File: src/rtl/z2_bus_master.sv
// Zorro II / 68000 bus initiator: arbitrates with BR/BG/BGACK, runs one async read or write, reports via done.
// Busy from accept to done; req ignored while busy or during the done pulse; no backpressure beyond that.
module z2_bus_master #(
  parameter int TIMEOUT_CYCLES = 255,
  parameter int ADDR_W         = 23
) (
  input  logic              MEMCLK,
  input  logic              RESET,
  input  logic              req,
  input  logic              req_rw,
  input  logic [ADDR_W-1:0] req_addr,
  input  logic [1:0]        req_be,
  input  logic [15:0]       req_wdata,
  output logic              busy,
  output logic              done,
  output logic              err,
  output logic              timeout,
  output logic [15:0]       rdata,
  output logic              BR_n,
  input  logic              BG_n,
  output logic              BGACK_n,
  input  logic              AS_n_in,
  input  logic              DTACK_n,
  input  logic              BERR_n,
  input  logic [15:0]       DIN,
  output logic [ADDR_W-1:0] ADDR_OUT,
  output logic              AS_n,
  output logic              UDS_n,
  output logic              LDS_n,
  output logic              RW,
  output logic              BUS_OE,
  output logic [15:0]       DOUT,
  output logic              DOE
);

  localparam int CNT_W = (TIMEOUT_CYCLES > 255) ? $clog2(TIMEOUT_CYCLES + 1) : 8;
  localparam logic [CNT_W-1:0] CNT_LAST = CNT_W'(TIMEOUT_CYCLES - 1);

  typedef enum logic [2:0] {S_IDLE, S_ARB, S_ADDR, S_STRB, S_WAIT, S_END, S_REL} state_t;

  state_t              state_q, state_d;
  logic [CNT_W-1:0]    cnt_q, cnt_d;
  logic [3:0]          sync1_q, sync1_d, sync2_q, sync2_d;
  logic                rw_q, rw_d;
  logic [ADDR_W-1:0]   addr_q, addr_d;
  logic [1:0]          be_q, be_d;
  logic [15:0]         wdata_q, wdata_d;
  logic                busy_q, busy_d, done_q, done_d, err_q, err_d, tout_q, tout_d;
  logic [15:0]         rdata_q, rdata_d;
  logic                br_n_q, br_n_d, bgack_n_q, bgack_n_d;
  logic                as_n_q, as_n_d, uds_n_q, uds_n_d, lds_n_q, lds_n_d;
  logic                rwo_q, rwo_d, bus_oe_q, bus_oe_d, doe_q, doe_d;
  logic [ADDR_W-1:0]   addr_out_q, addr_out_d;
  logic [15:0]         dout_q, dout_d;

  logic bg_s, as_s, dt_s, berr_s, released;

  // Synchroniser lanes: [3]=BG_n, [2]=AS_n_in, [1]=DTACK_n, [0]=BERR_n
  assign sync1_d  = {BG_n, AS_n_in, DTACK_n, BERR_n};
  assign sync2_d  = sync1_q;
  assign bg_s     = sync2_q[3];
  assign as_s     = sync2_q[2];
  assign dt_s     = sync2_q[1];
  assign berr_s   = sync2_q[0];
  assign released = dt_s & berr_s;

  always_comb begin
    state_d    = state_q;
    rw_d       = rw_q;
    addr_d     = addr_q;
    be_d       = be_q;
    wdata_d    = wdata_q;
    busy_d     = busy_q;
    done_d     = 1'b0;
    err_d      = err_q;
    tout_d     = tout_q;
    rdata_d    = rdata_q;
    br_n_d     = br_n_q;
    bgack_n_d  = bgack_n_q;
    as_n_d     = as_n_q;
    uds_n_d    = uds_n_q;
    lds_n_d    = lds_n_q;
    rwo_d      = rwo_q;
    bus_oe_d   = bus_oe_q;
    addr_out_d = addr_out_q;
    dout_d     = dout_q;
    doe_d      = doe_q;

    case (state_q)
      S_IDLE: begin
        if (req && !done_q) begin
          rw_d    = req_rw;
          addr_d  = req_addr;
          be_d    = req_be;
          wdata_d = req_wdata;
          err_d   = 1'b0;
          tout_d  = 1'b0;
          if (req_be == 2'b00) begin
            done_d = 1'b1;
            err_d  = 1'b1;
          end else begin
            busy_d  = 1'b1;
            br_n_d  = 1'b0;
            state_d = S_ARB;
          end
        end
      end
      S_ARB: begin
        // Only take the bus once the previous owner has dropped AS and its slave has let go of DTACK
        if (!bg_s && as_s && dt_s) begin
          bgack_n_d  = 1'b0;
          br_n_d     = 1'b1;
          bus_oe_d   = 1'b1;
          addr_out_d = addr_q;
          rwo_d      = rw_q;
          dout_d     = wdata_q;
          doe_d      = ~rw_q;
          as_n_d     = 1'b0;
          if (rw_q) begin
            uds_n_d = ~be_q[1];
            lds_n_d = ~be_q[0];
          end
          state_d = S_ADDR;
        end
      end
      S_ADDR: begin
        if (rw_q) begin
          state_d = S_WAIT;
        end else begin
          uds_n_d = ~be_q[1];
          lds_n_d = ~be_q[0];
          state_d = S_STRB;
        end
      end
      S_STRB: state_d = S_WAIT;
      S_WAIT: begin
        if (!berr_s) begin
          err_d   = 1'b1;
          state_d = S_END;
        end else if (!dt_s) begin
          if (rw_q) rdata_d = DIN;
          state_d = S_END;
        end else if (cnt_q == CNT_LAST) begin
          err_d   = 1'b1;
          tout_d  = 1'b1;
          state_d = S_END;
        end
        if (state_d == S_END) begin
          as_n_d  = 1'b1;
          uds_n_d = 1'b1;
          lds_n_d = 1'b1;
        end
      end
      S_END: state_d = S_REL;
      S_REL: begin
        if (released || cnt_q == CNT_LAST) begin
          if (!released) begin
            err_d  = 1'b1;
            tout_d = 1'b1;
          end
          doe_d     = 1'b0;
          bus_oe_d  = 1'b0;
          bgack_n_d = 1'b1;
          rwo_d     = 1'b1;
          done_d    = 1'b1;
          busy_d    = 1'b0;
          state_d   = S_IDLE;
        end
      end
      default: state_d = S_IDLE;
    endcase

    if (state_d != state_q)          cnt_d = '0;
    else if (cnt_q == {CNT_W{1'b1}}) cnt_d = cnt_q;
    else                             cnt_d = cnt_q + 1'b1;
  end

  always_ff @(posedge MEMCLK or posedge RESET) begin
    if (RESET) begin
      state_q    <= S_IDLE;
      cnt_q      <= '0;
      sync1_q    <= 4'hF;
      sync2_q    <= 4'hF;
      rw_q       <= 1'b0;
      addr_q     <= '0;
      be_q       <= 2'b00;
      wdata_q    <= 16'h0;
      busy_q     <= 1'b0;
      done_q     <= 1'b0;
      err_q      <= 1'b0;
      tout_q     <= 1'b0;
      rdata_q    <= 16'h0;
      br_n_q     <= 1'b1;
      bgack_n_q  <= 1'b1;
      as_n_q     <= 1'b1;
      uds_n_q    <= 1'b1;
      lds_n_q    <= 1'b1;
      rwo_q      <= 1'b1;
      bus_oe_q   <= 1'b0;
      addr_out_q <= '0;
      dout_q     <= 16'h0;
      doe_q      <= 1'b0;
    end else begin
      state_q    <= state_d;
      cnt_q      <= cnt_d;
      sync1_q    <= sync1_d;
      sync2_q    <= sync2_d;
      rw_q       <= rw_d;
      addr_q     <= addr_d;
      be_q       <= be_d;
      wdata_q    <= wdata_d;
      busy_q     <= busy_d;
      done_q     <= done_d;
      err_q      <= err_d;
      tout_q     <= tout_d;
      rdata_q    <= rdata_d;
      br_n_q     <= br_n_d;
      bgack_n_q  <= bgack_n_d;
      as_n_q     <= as_n_d;
      uds_n_q    <= uds_n_d;
      lds_n_q    <= lds_n_d;
      rwo_q      <= rwo_d;
      bus_oe_q   <= bus_oe_d;
      addr_out_q <= addr_out_d;
      dout_q     <= dout_d;
      doe_q      <= doe_d;
    end
  end

  assign busy     = busy_q;
  assign done     = done_q;
  assign err      = err_q;
  assign timeout  = tout_q;
  assign rdata    = rdata_q;
  assign BR_n     = br_n_q;
  assign BGACK_n  = bgack_n_q;
  assign ADDR_OUT = addr_out_q;
  assign AS_n     = as_n_q;
  assign UDS_n    = uds_n_q;
  assign LDS_n    = lds_n_q;
  assign RW       = rwo_q;
  assign BUS_OE   = bus_oe_q;
  assign DOUT     = dout_q;
  assign DOE      = doe_q;

endmodule

File: config.mk
export PLATFORM = sky130hd
export DESIGN_NAME = z2_bus_master
export DESIGN_NICKNAME = d
export VERILOG_FILES = /design/src/rtl/z2_bus_master.sv
export SDC_FILE = /design/constraint.sdc
export NUM_CORES = 1
export LEC_CHECK = 0
export ABC_CLOCK_PERIOD_IN_PS = 4300
export BUFFER_PORTS_ARGS = -buffer_cell sky130_fd_sc_hd__buf_2
export CORE_UTILIZATION = 52
export DETAILED_ROUTE_END_ITERATION = 6
export HOLD_SLACK_MARGIN = 0.02
export PLACE_DENSITY_LB_ADDON = 0.05
export SYNTH_ARGS = -nofsm -noshare
export SYNTH_HDL_FRONTEND = slang
export SYNTH_SLANG_ARGS = --single-unit
export TNS_END_PERCENT = 10
File: constraint.sdc
create_clock -name MEMCLK -period 4.3 [get_ports MEMCLK]
set_input_delay 0.645 -clock MEMCLK [delete_from_list [all_inputs] [get_ports MEMCLK]]
set_output_delay 0.645 -clock MEMCLK [all_outputs]
set_load 0.05 [all_outputs]
==> results.md, run 1 <==
- Post-CTS Setup Inserts: 0
- LEAKAGE: 3.11 nW
- Slew headroom: 42.8%
- RR Endpoint: addr_q[7]$_DFFE_PP0P_
- Final Hold Fails: 0
- Worst hold start: DTACK_n
- CORE AREA: 9330 sq um
- Row Count: 35
- Initial antenna violation count: 0
- Initial DRT Pass Iterations: 4
- VDD IR max: 0.000389 V
- WL/cell: 15.3 um
- Area post-placement: 5810 sq um
- EDFF count, synth: 0
- Clock latency on the worst-skew pair: 0.50 ns
- Diodes inserted: 0
- DIE WIDTH: 101 um
- TritonCTS clock tree: done
- Compound-gate portion of the synthesized area: 4.41%
- Crit path time final: 2.71 ns
- Area Growth Syn to Fin: 26.1%
- P per Cell Area: 824 nW/um^2
- Hold endpoint: sync1_q[1]$_DFF_PP1_
- Status: completed
- Depth of the most critical reg-to-reg path: 4
- Setup TNS: 0 ns
- Input/output buffers: 131
- First-pass GRT wire length: 15800 um
- Clock buffer depth: 2
- Clock root buffer: clkbuf_8
- Post-synthesis xor/xnor area fraction: 0.694%
- Initial drt markers: 151
- P_sw: 2.12 mW
- Worst Skew: 0.00608 ns
- Initial Util: 54.2%
- RSZ-0062 raised after global routing: false
- R2r setup slk: 1.59 ns
- Largest family of logic cells by synthesized area: multiplexers
- Top cell type's share of synthesized area: 56.5%
- Post-DRT Antenna Nets: 0
- Aggregate global routing overflow: 0
- CP Data Required Time: 4.67 ns
- F_max: 0.369 GHz
- Top cells by count, synth: 114 x dfrtp_1, 99 x mux2_1, 14 x dfstp_2, 14 x nand2_1, 13 x nor2_1
- CP Capture Type: flop
- Sequential power share: 38.0%
- Post-Synth Adder-Cell Area: 0.495%
- Pwr Total: 5.25 mW
- Worst Path Arrival: 3.08 ns
- H-tree depth: 4
- Num CTS Buffers: 17
- CTS hold repair buffers: 0
- Synthesized net count: 409
- Worst r2r src: state_q[0]$_DFF_PP0_
- Synth Register Bits: 128
- Multi-input logic area: 1710 sq um
- Number of global-route vias before repair: 3249
- # IOs: 132
- Slew Limit Fails: 0
- Most used DFF post-synth: dfrtp_1
- Fin util: 68.3%
- Final worst-path cycle share: 63.0%
- CP startpoint kind: flop
- Max cap viols: 0
- Count of cell types in the netlist: 47
- Multiplexer share of the synthesized area: 22.1%
- Worst min path class: input port to flop
- Gpl congestion: 0.856
- Async SR Flop Fraction: 100%
- DRC errors left: 0
- CP Class: flop to flop
- Routed WL: 9550 um
- Die Area: 10100 sq um
- Reg clk slew, reported paths: 0.06 ns
- Yosys warning count: 0
- Design Area, Final: 6370 sq um
- Die Ht: 101 um
- Switching fraction of total power: 40.4%
- Synthesized cell area: 5050 sq um
- Hold depth: 1
- Nets: 549
- Least-Margin Pin Slew: 0.859 ns
- PostCTS Resize Cnt: 0
- Seq/Total Area, Yosys: 63.8%
- Largest net degree at the start of global routing: 74
- Register area: 3220 sq um
- Clock Power Share: 25.3%
- Vias: 3213
- Pint: 3.13 mW
- DP Wirelength: 6530 um
- Most numerous cell in the Yosys netlist: dfrtp_1
- DR vias/cell: 5.16
- Synth Instances: 342
- Synth area leader: dfrtp_1
- Top cells by area, synth: dfrtp_1 56%, mux2_1 22%, dfstp_2 7.3%, nand2_1 1.0%, nor2_1 0.97%
- CP Launch Point: state_q[0]$_DFF_PP0_
- Maximum fanout along the worst path: 23
- CTS Sinks: 128
- Proportion of layout cells with a drive suffix above 1: 38.1%
- Synthesized area per cell: 14.8 sq um
- Final setup violation count: 0
- Fraction of the mapped netlist area in simple logic gates: 6.17%
- # fillers: 705
- Overall global routing resource usage: 21.1%
- Combinational power share: 36.7%
## worst max path at each step
| stage | end | slack [ns] |
|---|---|---|
| floorplan | ADDR_OUT[0]$_DFFE_PP0P_ | 0.27 |
| global placement | rw_q$_DFFE_PP0P_ | 1.56 |
| detailed placement | addr_q[7]$_DFFE_PP0P_ | 1.53 |
| CTS | addr_q[7]$_DFFE_PP0P_ | 1.58 |
| global route | wdata_q[7]$_DFFE_PP0P_ | 1.46 |
| finish | addr_q[7]$_DFFE_PP0P_ | 1.59 |
## flip-flops by register name (all words and copies together), names as in the netlist, 2 cells and up
register and flops:
state_q 3, wdata_q 16, sync2_q 4, addr_q 23, rdata 16, cnt_q 8, be_q 2, sync1_q 4
ADDR_OUT 23, DOUT 16
## worst max-delay path: stages, from the launching register on
cell,delay [ns]
dfrtp_1,0.52
or4b_4,0.64
nor2_4,0.61
buf_4,0.43
mux2_1,0.36
## power by group through the flow
| stage | combinational (mW) | clock, mW | sequential, mW |
|---|---|---|---|
| finish | 1.93 | 1.33 | 1.99 |
| floorplan | 0.645 | 0 | 2.84 |
| detailed placement | 1.94 | 0 | 2.02 |
| CTS | 1.95 | 1.36 | 2.00 |
| global route | 2.06 | 1.41 | 2.06 |
| global placement | 1.91 | 0 | 1.98 |
## metrics by stage
stage                     setup slack [ns]  hold WS [ns]  instances
final                                 1.59         0.246        623
after global routing                  1.46         0.212        623
after CTS                             1.58         0.219        623
after detailed placement              1.53         0.348        592
after global placement                1.56         0.346        592
after floorplan                      0.266         0.345        342
## cell type report
type	count	area share, %
inverter	8	0.511
clock buffer	21	7.05
timing repair buffer	135	10.8
clock inverter	10	1.77
sequential	128	50.5
multi-input combinational	192	26.8
tap	129	2.53
## routing by layer
| metal | vias up | track usage (%) | routed length [um] |
|---|---|---|---|
| li1 | 1500 | - | - |
| met1 | 1592 | 26.9 | 4150 |
| met2 | 103 | 32.9 | 4640 |
| met3 | 18 | 6.38 | 554 |
| met4 | 0 | 10.5 | 206 |
| met5 | - | 0 | 0 |
## placed cells by master, fill, tap and decap left out, types with 2 or more instances in the layout
master,instances
clkbuf_16,16
buf_2,131
buf_4,4
o22ai_1,2
nor3_1,6
nand2_1,14
a31oi_1,4
dfstp_2,14
ha_1,2
nand3_1,4
bufinv_16,2
a21oi_1,5
a211oi_1,5
clkbuf_8,3
or3_1,2
a22oi_1,2
nand2b_1,2
clkinvlp_4,2
clkinv_4,2
clkinv_2,4
xnor2_1,4
nor2_1,13
dfrtp_1,114
nand4_1,3
inv_1,6
mux2_1,99
o221ai_1,2
clkbuf_1,2
## kinds of logic after synthesis
logic type	after synthesis
AO/OA/AOI/OAI	31
XOR/XNOR	4
adder cells (fa/ha/maj)	2
buffers and inverters	22
flip-flops	128
multiplexers	99
AND/OR/NAND/NOR	56
Note: power is estimated with default switching activity, not from simulation.
==> inputs of run 2 (changes only) <==
--- a/config.mk
+++ b/config.mk
@@ -5,7 +5,8 @@
 export SDC_FILE = /design/constraint.sdc
 export NUM_CORES = 1
 export LEC_CHECK = 0
-export ABC_CLOCK_PERIOD_IN_PS = 4300
+export ABC_AREA = 1
+export ABC_CLOCK_PERIOD_IN_PS = 2800
 export BUFFER_PORTS_ARGS = -buffer_cell sky130_fd_sc_hd__buf_2
 export CORE_UTILIZATION = 52
 export DETAILED_ROUTE_END_ITERATION = 6
==> constraint.sdc (replaced) <==
create_clock -name MEMCLK -period 2.8 [get_ports MEMCLK]
set_input_delay 0.42 -clock MEMCLK [delete_from_list [all_inputs] [get_ports MEMCLK]]
set_output_delay 0.42 -clock MEMCLK [all_outputs]
set_load 0.05 [all_outputs]
==> run 2 against run 1 <==
  * Register-to-register slack got worse by 0.69 ns
  * Flip-flop and latch count unchanged
  * Total power increased by 63%
  * Global-route usage increased by 1.5 points
  * Die area increased by 0.66%
  * Count of clock-buffer cells in the layout increased by 4
  * Cell count increased by 30%
  * Fmax increased by 42%
  * Clock skew increased by 0.0026 ns
  * Sequential share of layout area decreased by 0.40 points
  * Worst setup slack got worse by 0.69 ns
  * Combinational power increased by 77%
  * Critical path type unchanged
  * Largest cell class unchanged
==> results.md, run 2 <==
- Top cells by count, synth: 130 x nand2_1, 114 x dfrtp_1, 74 x inv_1
- Worst Skew: 0.00867 ns (+0.00260 ns)
- Count of cell types in the netlist: 30 (-36%)
- Synth Instances: 532 (+56%)
- Most used DFF post-synth: dfrtp_1
- Initial Util: 54.3% (+0.11 points)
- Least-Margin Pin Slew: 0.765 ns (-0.0936 ns)
- Most used cell, CP: inv_2
- Synthesized area per cell: 9.56 sq um (-35%)
- Largest stage delay on the critical path: 0.46 ns (-0.18 ns)
- Synth Register Bits: 128 (unchanged)
- Worst min path class: input port to asynchronous set/reset pin
- Final setup violation count: 0 (unchanged)
- Clock latency on the worst-skew pair: 0.52 ns (+0.02 ns)
- DR vias/cell: 4.87 (-5.6%)
- Max cap viols: 0 (unchanged)
- Initial DRT Pass Iterations: 5 (+1)
- Clock Power Share: 25.3% (about the same)
- Diodes inserted: 0 (unchanged)
- VDD IR max: 0.000832 V (+110%)
- Largest net degree at the start of global routing: 129 (+74%)
- CP startpoint kind: flop
- Top cells by area, synth: dfrtp_1 56%, nand2_1 9.6%, dfstp_2 7.2%, o21ai_1 5.9%, inv_1 5.5%
- Synthesized cell area: 5080 sq um (+0.67%)
- CTS Sinks: 128 (unchanged)
- Area Growth Syn to Fin: 26.3%
- H-tree depth: 4 (unchanged)
- P per Cell Area: 1340 nW/um^2 (+62%)
- Proportion of layout cells with a drive suffix above 1: 28.6% (-9.4 points)
- Input/output buffers: 131 (unchanged)
- Combinational power share: 39.8% (+3.1 points)
- CORE AREA: 9370 sq um (+0.47%)
- Most numerous cell in the Yosys netlist: nand2_1
- # IOs: 132 (unchanged)
- Maximum fanout along the worst path: 32 (+39%)
- RSZ-0062 raised after global routing: false
- P_sw: 3.74 mW (+77%)
- Synth area leader: dfrtp_1
- Initial drt markers: 166 (+9.9%)
- DIE WIDTH: 101 um (+0.33%)
- Async SR Flop Fraction: 100% (unchanged)
- Die Area: 10200 sq um (+0.66%)
- Post-DRT Antenna Nets: 0 (unchanged)
- F_max: 0.526 GHz (+42%)
- Seq/Total Area, Yosys: 63.3% (-0.42 points)
- CP max stage cell: dfrtp_1
- Sequential power share: 35.0% (-3.0 points)
- Crit-path cells: inv_2, nand2_2, nor2_4, inv_2, nor2_2, nand3_2, nand2_1, o21ai_1
- Top cell type's share of synthesized area: 56.1% (-0.38 points)
- DRC errors left: 0 (unchanged)
- Post-CTS Setup Inserts: 0 (unchanged)
- Number of global-route vias before repair: 3736 (+15%)
- Status: completed
- Reg clk slew, reported paths: 0.06 ns (about the same)
- Vias: 3945 (+23%)
- Slew headroom: 49.0% (+6.2 points)
- Most common cell after layout, fill and taps aside: buf_2
- Pint: 4.84 mW (+55%)
- DP Wirelength: 6720 um (+3.0%)
- Overall global routing resource usage: 22.6% (+1.5 points)
- EDFF count, synth: 0 (unchanged)
- TritonCTS clock tree: done
- Final Hold Fails: 0 (unchanged)
- CTS hold repair buffers: 4 (+4)
- Most frequent cells in the layout: 131 x buf_2, 130 x nand2_1, 114 x dfrtp_1
- WL/cell: 12.9 um (-16%)
- PostCTS Resize Cnt: 0 (unchanged)
- Synthesized net count: 599 (+46%)
- Initial antenna violation count: 0 (unchanged)
- Yosys warning count: 0 (unchanged)
- LEAKAGE: 3.35 nW (+7.8%)
- CP Data Required Time: 3.18 ns (-1.49 ns)
- Crit path time final: 1.90 ns (-0.805 ns)
- Final worst-path cycle share: 67.9% (+5.0 points)
- First-pass GRT wire length: 17500 um (+10%)
- Setup TNS: 0 ns (unchanged)
- Row Count: 35 (unchanged)
- Num CTS Buffers: 17 (unchanged)
- Slew Limit Fails: 0 (unchanged)
- Switching fraction of total power: 43.6% (+3.3 points)
- Worst Path Arrival: 2.29 ns (-0.79 ns)
- Gpl congestion: 0.771 (-9.9%)
- CP Capture Type: flop
- Nets: 735 (+34%)
- Routed WL: 10500 um (+9.6%)
- Clock buffer depth: 2 (unchanged)
- Die Ht: 101 um (+0.33%)
- # fillers: 795 (+13%)
- Clock root buffer: clkbuf_8
- Aggregate global routing overflow: 0 (unchanged)
- CP Class: flop to flop
- Fin Hold WS: 0.0713 ns (-0.174 ns)
[run 2: kinds of logic (layout without fill, tap and decap cells)]
group / after synthesis / after routing / share of synthesized area (%)
adder cells (fa/ha/maj): 2 / 2 / 0.492
buffers and inverters: 101 / 250 / 9.15
AO/OA/AOI/OAI: 116 / 116 / 11.7
flip-flops: 128 / 128 / 63.3
XOR/XNOR: 2 / 2 / 0.345
AND/OR/NAND/NOR: 183 / 183 / 15.0
[run 2: path summary, 6_finish.rpt]
check / startpoint / end / cells past startpoint / slack [ns]
min in group MEMCLK: req_addr[5] / addr_q[5]$_DFFE_PP0P_ / 3 / 0.11
max reg2reg: state_q[0]$_DFF_PP0_ / rdata[11]$_DFFE_PP0P_ / 8 / 0.90
min reg2reg: sync1_q[3]$_DFF_PP1_ / sync2_q[3]$_DFF_PP1_ / 0 / 0.36
max: state_q[0]$_DFF_PP0_ / rdata[11]$_DFFE_PP0P_ / 8 / 0.90
min: RESET / addr_q[2]$_DFFE_PP0P_ / 3 / 0.07
max in group asynchronous: RESET / wdata_q[1]$_DFFE_PP0P_ / 3 / 2.22
[run 2: final cells by class]
cell class                 instances  area, sq um  area share, %
clock inverter                     7         67.6           1.05
inverter                          81          310           4.83
multi-input combinational        303         1400           21.8
tap                              129          161           2.51
timing repair buffer             137          736           11.5
sequential                       128         3220           50.1
clock buffer                      25          528           8.22
[run 2: critical path, delay by kind of cell, from the launching register on]
kind                   cells  cell delay (ns)
flip-flops                 1             0.46
AO/OA/AOI/OAI              1             0.08
buffers and inverters      2             0.20
AND/OR/NAND/NOR            5             1.02
[run 2: power by group through the flow]
stage,clock network [mW],registers [mW],logic [mW]
floorplan,0,4.48,1.15
global placement,0,2.99,3.34
detailed placement,0,3.02,3.41
CTS,2.19,3.01,3.44
global route,2.28,3.10,3.72
finish,2.17,3.00,3.41
[run 2: per-layer routing]
| layer | vias to the layer above | global-route usage [%] | wire length [um] |
|---|---|---|---|
| met5 | - | 0 | 0 |
| met4 | 0 | 10.0 | 153 |
| met3 | 14 | 7.14 | 759 |
| met2 | 131 | 33.9 | 4770 |
| met1 | 1860 | 30.4 | 4790 |
| li1 | 1940 | - | - |
[run 2: stage by stage]
step | area, sq um | power [mW] | worst slack, ns | util, % | cells
after detailed placement | 5790 | 6.43 | 0.963 | 61.7 | 774
after global routing | 6420 | 9.10 | 0.707 | 68.5 | 810
final | 6420 | 8.58 | 0.898 | 68.5 | 810
after CTS | 6420 | 8.63 | 0.910 | 68.5 | 810
after floorplan | 5090 | 5.63 | 0.810 | - | 532
after global placement | 5790 | 6.33 | 1.00 | 61.7 | 774
